### src/rtl/spi_controller.sv
// SPI mode-0 bus master: turns one command into a 16-bit frame {rw, addr[6:0], data[7:0]}
// and returns the last eight CIPO bits of a read frame as rd_data.
module spi_controller #(
  parameter int CLK_DIV    = 4,
  parameter int GAP_CYCLES = 4
) (
  input  logic       clk,
  input  logic       rst_n,
  input  logic       cmd_valid,
  output logic       cmd_ready,
  input  logic       cmd_rw,
  input  logic [6:0] cmd_addr,
  input  logic [7:0] cmd_wdata,
  output logic [7:0] rd_data,
  output logic       done,
  output logic       busy,
  output logic       sclk,
  output logic       copi,
  output logic       ncs,
  input  logic       cipo
);

  typedef enum logic [2:0] {
    ST_IDLE  = 3'd0,
    ST_SETUP = 3'd1,
    ST_HIGH  = 3'd2,
    ST_LOW   = 3'd3,
    ST_GAP   = 3'd4
  } state_t;

  localparam logic [7:0] HP_LAST  = 8'(CLK_DIV - 1);
  localparam logic [7:0] GAP_LAST = 8'(GAP_CYCLES - 1);

  state_t      state_q, state_d;
  logic [7:0]  hp_cnt_q, hp_cnt_d;
  logic [3:0]  bit_cnt_q, bit_cnt_d;
  logic [15:0] shift_q, shift_d;
  logic [7:0]  rx_q, rx_d;
  logic        rw_q, rw_d;
  logic [7:0]  rd_data_q, rd_data_d;
  logic        done_q, done_d;
  logic        sclk_q, sclk_d;
  logic        ncs_q, ncs_d;
  logic        copi_q, copi_d;
  logic        ready_q, ready_d;
  logic        busy_q, busy_d;
  logic        cipo_meta_q, cipo_sync_q;
  logic        tick_s;

  assign tick_s = (hp_cnt_q == HP_LAST);

  // Next-state and datapath logic.
  always_comb begin
    state_d   = state_q;
    hp_cnt_d  = hp_cnt_q + 8'd1;
    bit_cnt_d = bit_cnt_q;
    shift_d   = shift_q;
    rx_d      = rx_q;
    rw_d      = rw_q;
    rd_data_d = rd_data_q;
    copi_d    = copi_q;
    done_d    = 1'b0;

    case (state_q)
      ST_IDLE: begin
        hp_cnt_d = 8'd0;
        if (cmd_valid && ready_q) begin
          state_d   = ST_SETUP;
          shift_d   = {cmd_rw, cmd_addr, cmd_wdata};
          rw_d      = cmd_rw;
          copi_d    = cmd_rw;
          bit_cnt_d = 4'd0;
        end else begin
          copi_d = 1'b0;
        end
      end

      ST_SETUP: begin
        if (tick_s) begin
          state_d   = ST_HIGH;
          hp_cnt_d  = 8'd0;
          bit_cnt_d = 4'd0;
        end else begin
          state_d = ST_SETUP;
        end
      end

      ST_HIGH: begin
        if (tick_s) begin
          // Sample at the end of the high phase, then present the next bit on the falling edge.
          // The register rotates so every bit is consumed; only bit 14 of the old value is driven.
          state_d  = ST_LOW;
          hp_cnt_d = 8'd0;
          rx_d     = {rx_q[6:0], cipo_sync_q};
          shift_d  = {shift_q[14:0], shift_q[15]};
          if (bit_cnt_q == 4'd15) begin
            copi_d = 1'b0;
          end else begin
            copi_d = shift_q[14];
          end
        end else begin
          state_d = ST_HIGH;
        end
      end

      ST_LOW: begin
        if (tick_s) begin
          hp_cnt_d = 8'd0;
          if (bit_cnt_q == 4'd15) begin
            state_d = ST_GAP;
            done_d  = 1'b1;
            if (!rw_q) begin
              rd_data_d = rx_q;
            end else begin
              rd_data_d = rd_data_q;
            end
          end else begin
            state_d   = ST_HIGH;
            bit_cnt_d = bit_cnt_q + 4'd1;
          end
        end else begin
          state_d = ST_LOW;
        end
      end

      ST_GAP: begin
        copi_d = 1'b0;
        if (hp_cnt_q == GAP_LAST) begin
          state_d  = ST_IDLE;
          hp_cnt_d = 8'd0;
        end else begin
          state_d = ST_GAP;
        end
      end

      default: begin
        state_d  = ST_IDLE;
        hp_cnt_d = 8'd0;
        copi_d   = 1'b0;
      end
    endcase
  end

  // Pin-level outputs are decoded from the next state so every pin comes straight off a flop.
  always_comb begin
    sclk_d  = (state_d == ST_HIGH);
    ncs_d   = !((state_d == ST_SETUP) || (state_d == ST_HIGH) || (state_d == ST_LOW));
    ready_d = (state_d == ST_IDLE);
    busy_d  = !ready_d;
  end

  // State registers; reset forces the bus idle immediately.
  always_ff @(posedge clk or negedge rst_n) begin
    if (!rst_n) begin
      state_q     <= ST_IDLE;
      hp_cnt_q    <= 8'd0;
      bit_cnt_q   <= 4'd0;
      shift_q     <= 16'd0;
      rx_q        <= 8'd0;
      rw_q        <= 1'b0;
      rd_data_q   <= 8'd0;
      done_q      <= 1'b0;
      sclk_q      <= 1'b0;
      ncs_q       <= 1'b1;
      copi_q      <= 1'b0;
      ready_q     <= 1'b1;
      busy_q      <= 1'b0;
      cipo_meta_q <= 1'b0;
      cipo_sync_q <= 1'b0;
    end else begin
      state_q     <= state_d;
      hp_cnt_q    <= hp_cnt_d;
      bit_cnt_q   <= bit_cnt_d;
      shift_q     <= shift_d;
      rx_q        <= rx_d;
      rw_q        <= rw_d;
      rd_data_q   <= rd_data_d;
      done_q      <= done_d;
      sclk_q      <= sclk_d;
      ncs_q       <= ncs_d;
      copi_q      <= copi_d;
      ready_q     <= ready_d;
      busy_q      <= busy_d;
      cipo_meta_q <= cipo;
      cipo_sync_q <= cipo_meta_q;
    end
  end

  assign cmd_ready = ready_q;
  assign busy      = busy_q;
  assign done      = done_q;
  assign rd_data   = rd_data_q;
  assign sclk      = sclk_q;
  assign ncs       = ncs_q;
  assign copi      = copi_q;

endmodule
### config.mk
export PLATFORM = sky130hd
export DESIGN_NAME = spi_controller
export DESIGN_NICKNAME = d
export VERILOG_FILES = /design/src/rtl/spi_controller.sv
export SDC_FILE = /design/constraint.sdc
export NUM_CORES = 1
export LEC_CHECK = 0
export CELL_PAD_IN_SITES_DETAIL_PLACEMENT = 1
export CELL_PAD_IN_SITES_GLOBAL_PLACEMENT = 1
export CORE_AREA = 8 8 83 85
export DETAILED_ROUTE_END_ITERATION = 10
export DIE_AREA = 0 0 91 93
export PLACE_DENSITY = 0.91
export REMOVE_ABC_BUFFERS = 1
export SKIP_LAST_GASP = 1
export SLEW_MARGIN = 5
export SYNTH_ARGS = -nofsm -noshare
export SYNTH_HDL_FRONTEND = slang
export SYNTH_SLANG_ARGS = --single-unit
### constraint.sdc
create_clock -name clk -period 4.45 [get_ports clk]
set_input_delay 1.335 -clock clk [delete_from_list [all_inputs] [get_ports clk]]
set_output_delay 1.335 -clock clk [all_outputs]
set_load 0.02 [all_outputs]
---- After elaboration in Yosys (flattened, before gate mapping) ----
Index checks and enable logic that the tools add are counted.
word-level totals
  flip-flop bits (word level) ............. 56
  bits in latches ......................... 0
  RAM bits ................................ 0
  memory bits (read-only) ................. 0
  input bits .............................. 20
  memories kept ........................... 0
cells by class
  add/subtract/negate cells ............... 2
  $mul .................................... 0
  div/mod/pow operators ................... 0
  order comparisons ....................... 0
  equality and inequality tests ........... 14
  shifts and indexed selects .............. 0
  muxes and demuxes ....................... 24
  bitwise logic cells ..................... 2
  reductions and logical operators ........ 17
operators with widths
  cell                   count
  $mux W16               2
  $pmux W16 S2           1
  $mux W4                4
  $mux W8                2
  $pmux W3 S5            1
  $eq A3 B2 Y1 const B   4
  $mux W3                4
  $pmux W4 S3            1
  $ne A2 B2 Y1 const B   5
  $add A8 B1 Y8 const B  1
  $eq A8 B2 Y1 const B   1
  $mux W1                7
  $eq A3 B1 Y1 const B   2
  $logic_not A3 Y1       2
  $reduce_and A2 Y1      3
  $reduce_and A5 Y1      1
  $add A4 B1 Y4 const B  1
  $eq A4 B4 Y1 const B   1
  $reduce_and A4 Y1      1
  $reduce_or A4 Y1       1
  $eq A3 B3 Y1 const B   1
  $pmux W1 S3            1
  $reduce_and A3 Y1      1
  $reduce_bool A3 Y1     1
  other kinds (7)        10

---- Logic depth before layout (Yosys ltp) ----
Gate-level depths: netlist (run 1).
  word-level depth ........................ 8
  gate-level depth with buffers ........... 7
  depth with buffers taken out ............ 5

---- Worst setup path after synthesis (run 1) ----
No wires, ideal clock.
  path kind ............................... input-to-reg
  start ................................... in cmd_valid
  end ..................................... reg shift_q[10]
  data arrival time ....................... 2.281 ns
  data required time ...................... 4.316 ns
  setup slack ............................. 2.036 ns
  stages on the path ...................... 6
  path buffers ............................ 2
  cell sequence ........................... and3b_1 > nand2_1 > and2_1 > clkbuf_1 > clkbuf_1 > o21ai_0
on the way
  longest elaborated chain between the ends .. 3
ends and longest elaborated chain
  what                         RTL line  source
  start, declared              9         input logic cmd_valid,
  $logic_and A1 B1 Y1          67        if (cmd_valid && ready_q) begin
  $ne A2 B2 Y1 (no line)       n/a
  $reduce_and A3 Y1 (no line)  n/a
  end signal, assigned         174       shift_q <= shift_d;
  end, declared                37        logic [15:0] shift_q, shift_d;
No other way between the ends.
A chain may end at the register's enable or synchronous reset.

---- Worst setup path after layout (run 1) ----
  start ................................... in cmd_valid
  end ..................................... reg shift_q[3]
Same word-level chain as after synthesis.

==> impl_metrics.csv, run 1 <==
group,metric,value,unit
finish,layout.cells.non_filler,323,
yosys,seq_area_frac_synth,56.41,%
sta,tns,0,ns
sta,min_period,2.877,ns
finish,antenna_cells,0,
setup_path,cp_max_fo,17,
global_routing,grt_pass1_vias,1947,
placement,gp_congestion,0.8361,
setup_path,critPathMaxStageDelay,0.46,ns
sta,fin_ws,1.573,ns
sta,worstMarginPinSlew,0.7471,ns
routing,drtAntennaViolNets,0,
cts,cts_hold_buf,0,
routing,drt-total-wl,5365,um
global_routing,grt_max_degree,35,
routing,drc,0,
setup_path,crit_type,"in2reg",
routing,viasPerCell,5.399,
setup_path,crit_chain,"clkdlybuf4s50_1 -> and3b_1 -> nand2_1 -> buf_4 -> and2_1 -> o21ai_0",
cts,clk_transition_reported_paths,0.10,ns
sta,holdWs,0.3584,ns
yosys,avgSynthCellArea,11.68,sq um
cts,clock-root-buffer,"clkbuf_8",
yosys,ys_top_cells_by_area,"dfrtp_1 (54%), mux2_2 (8.6%), mux2i_1 (6.4%)",
global_routing,antenna_found_initial,0,
floorplan,fp.coreArea,5675,sq um
finish,drive_gt1_share,16.13,%
routing,num_vias,1744,
sta,maxSlewHeadroom,50.19,%
placement,dp_cells,315,
floorplan,start_util,43.85,%
floorplan,dieArea,8463,sq um
finish,final_nets,269,
cts,cts_setup_buffers,0,
sta,slew_violations,0,
power_and_ir_drop,peakVddDrop,0.1382,mV
setup_path,crit_slowest_cell,"and2_1",
power_and_ir_drop,p_leak,0.001318,uW
setup_path,required,4.62,ns
yosys,ys_warn_count,0,
power_and_ir_drop,power.density,297.8,nW/um^2
global_routing,grt_pass1_wl,9418,um
yosys,synth-seq-cells,56,
floorplan,fp.dieW,91,um
cts,ctsResizeCount,0,
sta,max_freq,0.3475,GHz
sta,rsz0062_at_grt,"false",
sta,finalSetupViolCount,0,
yosys,synth.distinct_cells,36,
sta,skew,0.009895,ns
cts,cts-buffers-inserted,5,
yosys,synthesis.area,2489,sq um
global_routing,grt_usage,13.40,%
setup_path,end_kind,"flop",
cts,cts_tree,"yes",
routing,drtIter0Drc,53,
placement,port_buffers,33,
floorplan,die_y,93,um
routing,dr.pass1.iters,4,
setup_path,crit_arrival,3.05,ns
floorplan,num_rows,28,
yosys,synth_top_area_share,54.30,%
worst_hold_path,hold_path.class,"reg2reg",
flow_run,cap_viol_max_count,0,
global_routing,grt-ovfl-total,0,
sta,fin_crit_sh,64.66,%
floorplan,boundaryPins,34,
sta,finalHoldViolations,0,
setup_path,crit_path_start_kind,"input pin",
yosys,syn_inst,213,
cts,clock_sinks,56,
outcome,status,"finished clean",
cts,clock_latency,0.30,ns
routing,avgRoutedWirePerCell,16.61,um
finish,area_growth,20.86,%
finish,layout_common_cells,"dfrtp_1 (54), clkdlybuf4s50_1 (32), nand3_1 (25)",
placement,pre_cts_slack,1.239,ns
finish,final_core_util,53.00,%
yosys,yosysTopAreaCell,"dfrtp_1",
finish,final_common_cell,"dfrtp_1",
cts,htree_num_levels,2,
finish,nFillCells,619,
placement,place_hpwl,3826,um
cts,clk_path_buf_depth,2,
[Yosys cell counts]
library cell  number
a32o_1             2
o21ai_1            2
buf_1              2
xnor2_1            1
nor4_4             2
dfstp_2            2
nor2b_1            2
nor3b_2            1
o22ai_1            2
buf_2              1
and3b_1            1
nand3_2            1
a21o_1             2
nor3b_1            2
a21oi_1            3
dfrtp_1           54
o21ba_2            1
clkbuf_1           6
xor2_1             5
or2_2              1
ha_1               2
a211oi_1           2
mux2i_1           16
and3_1             4
nand2_1           11
nand3_1           25
and2_1             5
nand4_1            1
or4_1              1
inv_1              2
or3_1              1
nand2_2            1
nor3_1             2
mux2_2            19
o21ai_0           17
nor2_1            11
[worst max-delay path: cells and delay by family]
kind            cells  cell delay, ns
compound gates      1            0.19
simple gates        3            0.86
buf+inv             2            0.66
[worst paths after layout]
| kind | from | end | slack [ns] | cells after the start |
|---|---|---|---|---|
| min reg2reg | cipo_meta_q | cipo_sync_q | 0.36 | 0 |
| max in group asynchronous | rst_n | cmd_ready | 2.52 | 2 |
| max reg2reg | hp_cnt_q[0] | shift_q[3] | 2.02 | 5 |
| max | cmd_valid | shift_q[3] | 1.57 | 6 |
| min | cipo_meta_q | cipo_sync_q | 0.36 | 0 |
| min in group asynchronous | rst_n | hp_cnt_q[4] | 1.09 | 1 |
[report_power, final]
group	total [uW]	internal, uW	leakage [uW]	switching, uW
registers	527	520	0.000687	6.67
clock network	326	167	0.0000552	159
logic	42.7	23.4	0.000575	19.4
total	896	711	0.00132	185
[area by class of cell]
class,count,area (sq um),area share (%)
Clock buffer,6,72.57,2.413
Timing Repair Buffer,36,347.8,11.56
Multi-Input combinational cell,146,1047,34.82
Clock inverter,2,35.03,1.165
Inverter,2,7.507,0.2496
Sequential cell,56,1404,46.67
Tap cell,75,93.84,3.120
[per-layer routing]
metal,routed length (um),up-vias,GRT usage [%],part of all wire [%]
met2,2681,35,22.79,50
met4,85,0,4.366,1.6
met1,2406,875,16.53,45
li1,-,824,-,-
met5,0,-,0,0
met3,192,10,3.045,3.6
[stage by stage]
stage,power [uW],instance area (sq um)
floorplan,547.2,2454
global placement,578.5,2900
detailed placement,581.0,2900
CTS,909.3,3008
global route,933.1,3008
finish,895.8,3008
[sequential cells by signal, indices dropped and copies added, names as in the netlist, 3 cells and up]
name	flops
bit_cnt_q	4
rd_data	8
shift_q	16
state_q	3
hp_cnt_q	8
rx_q	8
[cells by family (layout without fill, tap and decap cells)]
kind of cell,Yosys count,count (layout),share of synthesized area (%)
AND/OR/NAND/NOR,72,72,16.39
adder cells (fa/ha/maj),2,2,1.005
flip-flops,56,56,56.41
XOR/XNOR,6,6,2.112
buffers and inverters,11,46,1.709
AO/OA/AOI/OAI,31,31,7.340
multiplexers,35,35,15.03
No activity file was read; power rests on OpenSTA's default activity.
==> run 2: changes to the inputs <==
--- a/config.mk
+++ b/config.mk
@@ -7,10 +7,10 @@
 export LEC_CHECK = 0
 export CELL_PAD_IN_SITES_DETAIL_PLACEMENT = 1
 export CELL_PAD_IN_SITES_GLOBAL_PLACEMENT = 1
-export CORE_AREA = 8 8 83 85
+export CORE_AREA = 8 8 86 88
 export DETAILED_ROUTE_END_ITERATION = 10
-export DIE_AREA = 0 0 91 93
-export PLACE_DENSITY = 0.91
+export DIE_AREA = 0 0 94 96
+export PLACE_DENSITY = 0.86
 export REMOVE_ABC_BUFFERS = 1
 export SKIP_LAST_GASP = 1
 export SLEW_MARGIN = 5
==> constraint.sdc (replaced) <==
create_clock -name clk -period 2.8 [get_ports clk]
set_input_delay 0.84 -clock clk [delete_from_list [all_inputs] [get_ports clk]]
set_output_delay 0.84 -clock clk [all_outputs]
set_load 0.02 [all_outputs]
==> run 2 against run 1 <==
  * Count of clock-buffer cells in the layout unchanged
  * Via count rose by 1.4%
  * Worst hold slack gained 0.0021 ns
  * Cell count increased by 1.9%
  * Clock power grew 62%
  * Power rose by 60%
  * Non-clock buffer count rose by 4
==> impl_metrics.csv, run 2 (synthesis gave the netlist of run 1 again) <==
group,metric,value,unit
finish,layout_common_cells,"dfrtp_1 (54), clkdlybuf4s50_1 (32), nand3_1 (25)",
setup_path,crit_slowest_cell,"clkdlybuf4s50_1",
routing,drc,0,
routing,viasPerCell,5.374,
cts,htree_num_levels,2,
floorplan,die_y,96,um
routing,drtIter0Drc,49,
power_and_ir_drop,peakVddDrop,0.2939,mV
finish,final_area,3040,sq um
floorplan,start_util,40.83,%
setup_path,crit_arrival,1.44,ns
global_routing,antenna_found_initial,0,
sta,finalHoldViolations,0,
sta,worstMarginPinSlew,0.8631,ns
finish,final_nets,273,
placement,dpl_cell_area,2933,sq um
cts,clock_latency,0.30,ns
setup_path,required,1.96,ns
finish,final_common_cell,"dfrtp_1",
global_routing,grt_pass1_vias,1967,
placement,pre_cts_slack,0.4356,ns
global_routing,grt_max_degree,38,
setup_path,rr_endpoint,"rd_data[3]",
sta,max_freq,0.4392,GHz
routing,num_vias,1768,
global_routing,grt-ovfl-total,0,
sta,fin_ws,0.5233,ns
floorplan,num_rows,29,
worst_hold_path,worstHoldEndpoint,"cipo_sync_q",
setup_path,end_kind,"output pin",
flow_run,cap_viol_max_count,0,
cts,clk_path_buf_depth,2,
setup_path,crit_path_start_kind,"flop",
sta,rsz0062_at_grt,"false",
power_and_ir_drop,p_leak,0.001336,uW
setup_path,cp_max_fo,2,
routing,avgRoutedWirePerCell,17.46,um
setup_path,critPathMaxStageDelay,0.60,ns
worst_hold_path,hp-start,"cipo_meta_q",
finish,regMostFlops,"shift_q",
cts,clock-root-buffer,"clkbuf_8",
sta,min_period,2.277,ns
floorplan,dieArea,9024,sq um
cts,cts_setup_buffers,0,
setup_path,crit_type,"reg2out",
worst_hold_path,hold_path.class,"reg2reg",
worst_hold_path,hold_path_depth,0,
sta,finalSetupViolCount,0,
power_and_ir_drop,power.density,472.3,nW/um^2
sta,maxSlewHeadroom,42.46,%
sta,slew_violations,0,
floorplan,boundaryPins,34,
sta,fin_crit_sh,81.31,%
placement,gp_congestion,0.7483,
setup_path,crit_chain,"clkdlybuf4s50_1",
outcome,status,"finished clean",
setup_path,crit_buf_inv,1,
routing,drtAntennaViolNets,0,
routing,dr.pass1.iters,4,
finish,drive_gt1_share,17.46,%
floorplan,fp.coreArea,6096,sq um
global_routing,grt_pass1_wl,9666,um
cts,clock_sinks,56,
setup_path,rrSetupSlack,0.53,ns
setup_path,critPathTopFamily,"buffers and inverters",
routing,drt-total-wl,5744,um
floorplan,fp.dieW,94,um
cts,cts_tree,"yes",
setup_path,r2r_start,"hp_cnt_q[0]",
finish,largest_reg_flops,16,
sta,tns,0,ns
finish,antenna_cells,0,
placement,place_hpwl,4180,um
finish,nFillCells,668,
cts,clk_transition_reported_paths,0.10,ns
cts,ctsResizeCount,0,
finish,area_growth,22.17,%
placement,port_buffers,33,
global_routing,grt_usage,13.51,%
sta,skew,0.004878,ns
cts,cts_hold_buf,0,
setup_path,r2r_cells,6,
cts,cts-buffers-inserted,5,
-- run 2: final cells by class --
type                    instances  area, sq um  area share [%]
multi-input cells             146         1047           34.44
clock buffers                   6        72.57           2.387
repair buffers                 40        377.9           12.43
inverters                       2        7.507          0.2469
well taps                      77        96.34           3.169
clock inverters                 2        35.03           1.152
flip-flops and latches         56         1404           46.17
-- run 2: per-layer routing --
layer / vias up / share of wire [%] / track usage [%]
li1: 831 / - / -
met1: 910 / 44 / 16.32
met2: 23 / 52 / 23.51
met3: 4 / 3.0 / 2.652
met4: 0 / 0.84 / 4.756
met5: - / 0 / 0
-- run 2: power by group --
| part | switching (uW) | internal [uW] | total [uW] |
|---|---|---|---|
| Sequential | 11.7 | 827 | 838 |
| Combinational | 32.7 | 38.1 | 70.8 |
| Clock | 261 | 266 | 527 |
-- run 2: worst max path at each step --
stage                     depth (start not counted)  slack [ns]         from           to
after floorplan                                   4       -1.32   state_q[1]  shift_q[10]
after global placement                            5        0.48    cmd_valid   shift_q[8]
after detailed placement                          5        0.44    cmd_valid  shift_q[14]
after CTS                                         1        0.50    cmd_ready    cmd_ready
after global routing                              6        0.37  hp_cnt_q[0]   rd_data[3]
final                                             1        0.52    cmd_ready    cmd_ready
-- run 2: through the flow --
step	hold WS [ns]	util, %	cells	power, uW
detailed placement	0.3411	48.11	321	926.9
finish	0.3605	49.88	329	1436
global placement	0.3316	48.11	321	920.9
floorplan	0.3312	-	204	869.7
global route	0.3636	49.88	329	1480
CTS	0.3634	49.88	329	1447
